## src/rtl/mdr_read_unit.sv

```systemverilog
// Read-side sequencer: memory request/ack handshake, data capture, then one-cycle bus drive.
// Optional MDR_TIMEOUT_EN adds a wait counter that aborts REQ/ARB after TIMEOUT cycles.
module mdr_read_unit #(
  parameter int BITS    = 32,
  parameter int TIMEOUT = 15
) (
  input  logic            clk,
  input  logic            clear,
  input  logic            start,
  input  logic [BITS-1:0] addr,
  output logic [BITS-1:0] mem_addr,
  output logic            mem_rd,
  input  logic            mem_ack,
  input  logic [BITS-1:0] mem_data,
  output logic            bus_req,
  input  logic            bus_grant,
  output logic [BITS-1:0] bus_out,
  output logic            bus_out_en,
  output logic            busy,
  output logic            done,
  output logic            error,
  output logic [2:0]      dbg_state_o
);

  typedef enum logic [2:0] {
    S_IDLE  = 3'd0,
    S_REQ   = 3'd1,
    S_ARB   = 3'd2,
    S_DRIVE = 3'd3,
    S_DONE  = 3'd4
  } state_t;

  state_t          state_q;
  logic [BITS-1:0] mem_addr_q;
  logic [BITS-1:0] data_q;
  logic [BITS-1:0] bus_out_q;
  logic            mem_rd_q;
  logic            bus_req_q;
  logic            bus_out_en_q;
  logic            busy_q;
  logic            done_q;

`ifdef MDR_TIMEOUT_EN
  localparam int              CW        = $clog2(TIMEOUT + 1);
  // Count value seen on the edge that completes the TIMEOUT-th waiting cycle.
  localparam logic [CW-1:0]   WAIT_LAST = CW'(TIMEOUT - 1);
  logic [CW-1:0]              wait_q;
  logic                       error_q;
`endif

  always_ff @(posedge clk or negedge clear) begin
    if (!clear) begin
      state_q      <= S_IDLE;
      mem_addr_q   <= '0;
      data_q       <= '0;
      bus_out_q    <= '0;
      mem_rd_q     <= 1'b0;
      bus_req_q    <= 1'b0;
      bus_out_en_q <= 1'b0;
      busy_q       <= 1'b0;
      done_q       <= 1'b0;
`ifdef MDR_TIMEOUT_EN
      wait_q       <= '0;
      error_q      <= 1'b0;
`endif
    end else begin
      done_q <= 1'b0;
`ifdef MDR_TIMEOUT_EN
      error_q <= 1'b0;
`endif
      case (state_q)
        S_IDLE: begin
          if (start) begin
            mem_addr_q <= addr;
            mem_rd_q   <= 1'b1;
            busy_q     <= 1'b1;
            state_q    <= S_REQ;
`ifdef MDR_TIMEOUT_EN
            wait_q     <= '0;
`endif
          end
        end
        S_REQ: begin
          // An ack wins over a grant seen on the same edge; the grant is re-sampled in ARB.
          if (mem_ack) begin
            data_q    <= mem_data;
            mem_rd_q  <= 1'b0;
            bus_req_q <= 1'b1;
            state_q   <= S_ARB;
`ifdef MDR_TIMEOUT_EN
            wait_q    <= '0;
`endif
          end
`ifdef MDR_TIMEOUT_EN
          else if (wait_q == WAIT_LAST) begin
            error_q  <= 1'b1;
            mem_rd_q <= 1'b0;
            busy_q   <= 1'b0;
            state_q  <= S_IDLE;
          end else begin
            wait_q <= wait_q + 1'b1;
          end
`endif
        end
        S_ARB: begin
          if (bus_grant) begin
            bus_out_q    <= data_q;
            bus_out_en_q <= 1'b1;
            state_q      <= S_DRIVE;
          end
`ifdef MDR_TIMEOUT_EN
          else if (wait_q == WAIT_LAST) begin
            error_q   <= 1'b1;
            bus_req_q <= 1'b0;
            busy_q    <= 1'b0;
            state_q   <= S_IDLE;
          end else begin
            wait_q <= wait_q + 1'b1;
          end
`endif
        end
        S_DRIVE: begin
          bus_out_q    <= '0;
          bus_out_en_q <= 1'b0;
          bus_req_q    <= 1'b0;
          done_q       <= 1'b1;
          state_q      <= S_DONE;
        end
        S_DONE: begin
          busy_q  <= 1'b0;
          state_q <= S_IDLE;
        end
        default: state_q <= S_IDLE;
      endcase
    end
  end

  assign mem_addr    = mem_addr_q;
  assign mem_rd      = mem_rd_q;
  assign bus_req     = bus_req_q;
  assign bus_out     = bus_out_q;
  assign bus_out_en  = bus_out_en_q;
  assign busy        = busy_q;
  assign done        = done_q;
  assign dbg_state_o = state_q;
`ifdef MDR_TIMEOUT_EN
  assign error       = error_q;
`else
  assign error       = 1'b0;
`endif

endmodule

```

## config.mk

```make
export PLATFORM = sky130hd
export DESIGN_NAME = mdr_read_unit
export DESIGN_NICKNAME = d
export VERILOG_FILES = /design/src/rtl/mdr_read_unit.sv
export SDC_FILE = /design/constraint.sdc
export NUM_CORES = 1
export LEC_CHECK = 0
export ABC_CLOCK_PERIOD_IN_PS = 1850
export CAP_MARGIN = 20
export CORE_AREA = 8 8 110 112
export DETAILED_ROUTE_END_ITERATION = 8
export DIE_AREA = 0 0 118 120
export DONT_BUFFER_PORTS = 1
export HOLD_SLACK_MARGIN = 0.03
export PLACE_DENSITY = 0.51
export SLEW_MARGIN = 25
export SYNTH_ARGS = -nofsm -noshare
export SYNTH_HDL_FRONTEND = slang
export SYNTH_SLANG_ARGS = --single-unit
export TNS_END_PERCENT = 30
```

## constraint.sdc

```tcl
create_clock -name clk -period 1.85 [get_ports clk]
set_input_delay 0.185 -clock clk [delete_from_list [all_inputs] [get_ports clk]]
set_output_delay 0.185 -clock clk [all_outputs]
set_load 0.005 [all_outputs]
```

==> Yosys cells after proc, flatten, opt, wreduce, memory -nomap -nowiden <==
Cells that the tools add are included.
{ "classes": {"n_eq_ne": 7, "magnitude_cmp": 0, "multipliers": 0, "addsub": 0, "muxes": 15, "div": 0, "bitwise_logic": 0, "n_shift": 0, "n_reduce_logical": 12} }
{ "op_table": {"columns": ["op", "count"], "rows": [
  ["32-bit case mux with 2 select lines", 1],
  ["32-bit two-way mux", 1],
  ["3-bit case mux with 4 select lines", 1],
  ["2-bit AND reduction", 5],
  ["3-bit two-way mux", 3],
  ["1-bit case mux with 2 select lines", 4],
  ["2-bit nonzero test", 4],
  ["3-bit by 2-bit equality test with 1-bit output (second input constant)", 2],
  ["2-bit != test (second input constant)", 3],
  ["3-bit AND reduction", 2],
  ["1-bit two-way mux", 5],
  ["3-bit by 1-bit equality test with 1-bit output (second input constant)", 1],
  ["3-bit equality test (second input constant)", 1],
  ["3-bit logical NOT", 1]
]} }
{ "word_totals": {"mem_bits_ro": 0, "mem_count": 0, "word_cells": 43, "ram_bits": 0, "regBits": 104, "latchBits": 0} }

==> Depth between registers and ports, before layout <==
{ "depth": {"depth_word": 3, "ltp_mapped": 6, "mapped_depth_nobuf": 3} }

==> Worst setup path before layout <==
Ideal clock, no wire load.
{ "synth_path": {"kind": "register to register", "from": "reg state_q[1] (netlist: dbg_state_o[1])", "to": "reg mem_addr_q[10] (netlist: mem_addr[10])", "period_less_slack_ns": 1.560, "arrival_time_ns": 1.435, "stages_incl_launch_ff": 6, "path_buffers": 2, "path_slack_ns": 0.290, "setup_ns": 0.125, "required_ns": 1.725, "path_cell_list": "dfrtp_1 -> buf_2 -> nand2b_4 -> nor3_4 -> buf_4 -> mux2_2"} }
{ "synth_via": {"elab_chain_len": 2} }
{ "synth_lines": {"columns": ["element", "line", "text"], "rows": [
  ["from (decl)", "33", "state_t state_q;"],
  ["from (signal assigned)", "53", "state_q <= S_IDLE;"],
  ["from (signal assigned)", "77", "state_q <= S_REQ;"],
  ["from (signal assigned)", "89", "state_q <= S_ARB;"],
  ["3-bit logical NOT", "71", "case (state_q)"],
  ["2-bit AND reduction (no line)", null, null],
  ["to (signal assigned)", "74", "mem_addr_q <= addr;"],
  ["to (decl)", "34", "logic [BITS-1:0] mem_addr_q;"]
]} }
No other way between the ends.
A chain may end at the register's enable or synchronous reset.

==> Worst setup path after layout <==
{ "layout_path": {"from": "reg state_q[0] (netlist: dbg_state_o[0])", "to": "reg data_q[13]"} }
{ "layout_via": {"elab_chain_len": 2} }
{ "layout_lines": {"columns": ["element", "line", "text"], "rows": [
  ["3-bit by 1-bit equality test with 1-bit output", "71", null],
  ["2-bit AND reduction (no line)", null, null],
  ["to (signal assigned)", "86", "data_q <= mem_data;"],
  ["to (decl)", "35", "logic [BITS-1:0] data_q;"]
]} }
No other way between the ends.

==> flow_summary.ini <==
[outcome]
status = complete, but fails checks
violations = negative hold slack

[timing]
timing.final.ws_setup_ns = 0.1752
drv_slew = 0
fin_crit_sh_pct = 90.53
hold_viol = 104
tns_ns = 0
clock.fmax_ghz = 0.5971
slew_headroom_pct = 58.54
rsz0062_at_grt = no
skew_ns = 0.01153
worstMarginPinSlew_ns = 0.6213
fin_hold_ws_ns = -0.4922
layout_min_cycle_time_ns = 1.675
setup_viol = 0

[power_and_ir_drop]
p_seq_share_pct = 53.1
finalPower_mw = 7.749
leakage_nw = 2.122
power_per_cell_area_nw_per_um2 = 1519
pwr-share-comb_pct = 28.2
p_int_mw = 5.210
power.switching_mw = 2.539
pwr-share-clk_pct = 18.7
peakVddDrop_mv = 0.7224
p_sw_share_pct = 32.77

[placed_design]
dp_hpwl_um = 6243
placedInstanceArea_um2 = 4224
port_buffers = 0
gp_congestion = 0.6638
place_ws_ns = 0.1698
dp.cells = 442

[die]
die_h_um = 120
io_pins = 142
coreArea_um2 = 10510
dieArea_um2 = 14160
die_x_um = 118
initial_utilization_pct = 38.70
std_cell_rows = 38

[critical_path]
cp-start-kind = flip-flop
path_class = reg -> reg
crit_fanout = 19
critPathCaptureType = flip-flop
worstPathRequired_ns = 2.10
crit_arrival_ns = 1.92

[cells_and_area]
diodes = 0
seqCellArea_um2 = 2603
drive_above_1_share_pct = 23.90
utilization_pct = 48.54
nNetsFinal = 449
fin_area_um2 = 5100
fillCellCount = 952
area_delta_synth_final_pct = 25.42
multi_input_area_um2 = 1328
fin_cells = 525

[clock_tree]
clock_path_buffers = 2
numCtsBuffers = 9
cts.clk_slew.worst_paths_ns = 0.10
insertion_delay_ns = 0.36
cts_tree = built
clock_sinks = 104
ctsHoldBuffers = 67
htree_levels = 3
root_buffer = clkbuf_8

[global_routing]
antenna_found_initial = 0
grt_pass1_wl_um = 15580
grt_max_degree = 105
grt_pass1_vias = 2795
grt_usage_pct = 13.83
overflow = 0

[detailed_routing]
wl_um = 9503
post_drt_via_cell_ratio = 4.924
drc = 0
first_pass_iters = 4
avgRoutedWirePerCell_um = 18.10
vias = 2585
ant_nets = 0
drt_iter0_markers = 168

[logic_synthesis]
synth_fa_ha_area_share_pct = 0
yosysSeqAreaShare_pct = 64.00
netlist_instances = 313
ys_ff_latch = 104
synth.avg_cell_area_um2 = 12.99
yosysWarnings = 0
synth_mux_area_share_pct = 17.72
syn_area_um2 = 4066
synth_compound_area_share_pct = 9.108
synth_xor_xnor_area_share_pct = 0
synth_cell_types = 25
syn_nets = 382
synth_top_family_by_area = multiplexers
synthSimpleGateAreaFrac_pct = 5.662

[worst_hold_path]
hp-class = in -> async

[run]
cap_violations = 0
-- power groups by stage --
stage	logic, mW	clock network, mW	registers [mW]
CTS	2.23	1.52	4.16
detailed placement	2.10	0	4.20
global placement	2.02	0	4.19
floorplan	1.71	0	3.89
finish	2.19	1.45	4.11
global route	2.44	1.61	4.28
-- area by class of cell --
type,count,share of cell area [%]
inverters,3,0.2208
flip-flops and latches,104,51.03
multi-input cells,184,26.03
repair buffers,78,15.26
well taps,140,3.435
clock buffers,10,2.699
clock inverters,6,1.325
-- critical path, stage by stage (launching register included) --
cell and delay, ns:
dfrtp_1 0.48, inv_2 0.13, nor4_4 0.28, buf_4 0.30, mux2_2 0.36
-- routing by layer --
layer  wire [um]  global-route usage (%)
met1        3906                   15.99
met2        4546                   22.08
met3         890                   5.965
met4         160                   6.085
met5           0                       0
-- flip-flops by register name (all words and copies together), names as in the netlist --
register and count:
data_q 32, mem_rd 1, done 1, bus_req 1
bus_out 32, bus_out_en 1, dbg_state_o 3, busy 1
mem_addr 32
-- cell usage after synthesis, drive strengths merged --
library cell,count,share of area [%]
clkbuf,9,0.83
dfrtp,104,64
and3b,1,0.22
a211o,1,0.22
or3,1,0.15
a31oi,2,0.31
buf,13,2.3
nor2,7,0.65
o31a,1,0.22
o21ai,65,8.0
nor3,1,0.40
inv,3,0.28
nand2b,2,0.49
mux2,64,18
conb,1,0.092
a21oi,1,0.12
nor4,1,0.52
o32a,1,0.25
nand2,35,3.2
-- layout by cell type, fill, tap and decap left out, drive strengths merged, types with 2 or more instances in the layout --
cell type    instances
clkbuf              10
nand2               35
inv                  4
dlygate4sd3         67
dfrtp              104
buf                 11
clkinv               2
nor2                 7
nand2b               2
o21ai               65
a31oi                2
clkinvlp             2
mux2                64
-- cell families after synthesis --
logic type / Yosys count
flip-flops: 104
AO/OA/AOI/OAI: 71
multiplexers: 64
AND/OR/NAND/NOR: 48
buffers and inverters: 25
other: 1
-- final timing paths --
check                               startpoint           to  slack (ns)  depth (start not counted)
worst min register to register      data_q[20]   data_q[20]        0.49                          1
max in group asynchronous                clear  bus_out[17]        2.20                          0
worst max register to register  dbg_state_o[0]   data_q[13]        0.18                          4
worst max-delay path            dbg_state_o[0]   data_q[13]        0.18                          4
min in group clk                         start         busy        0.12                          3
worst min-delay path                     clear  mem_addr[5]       -0.49                          0
-- timing repair --
| action | CTS | global route |
|---|---|---|
| buffers inserted | 0 | 0 |
| setup endpoints to repair | 0 | 0 |
| gates resized for setup | 0 | 0 |
| endpoints found under the hold margin | 170 | 104 |
(Power assumes the default switching activity.)
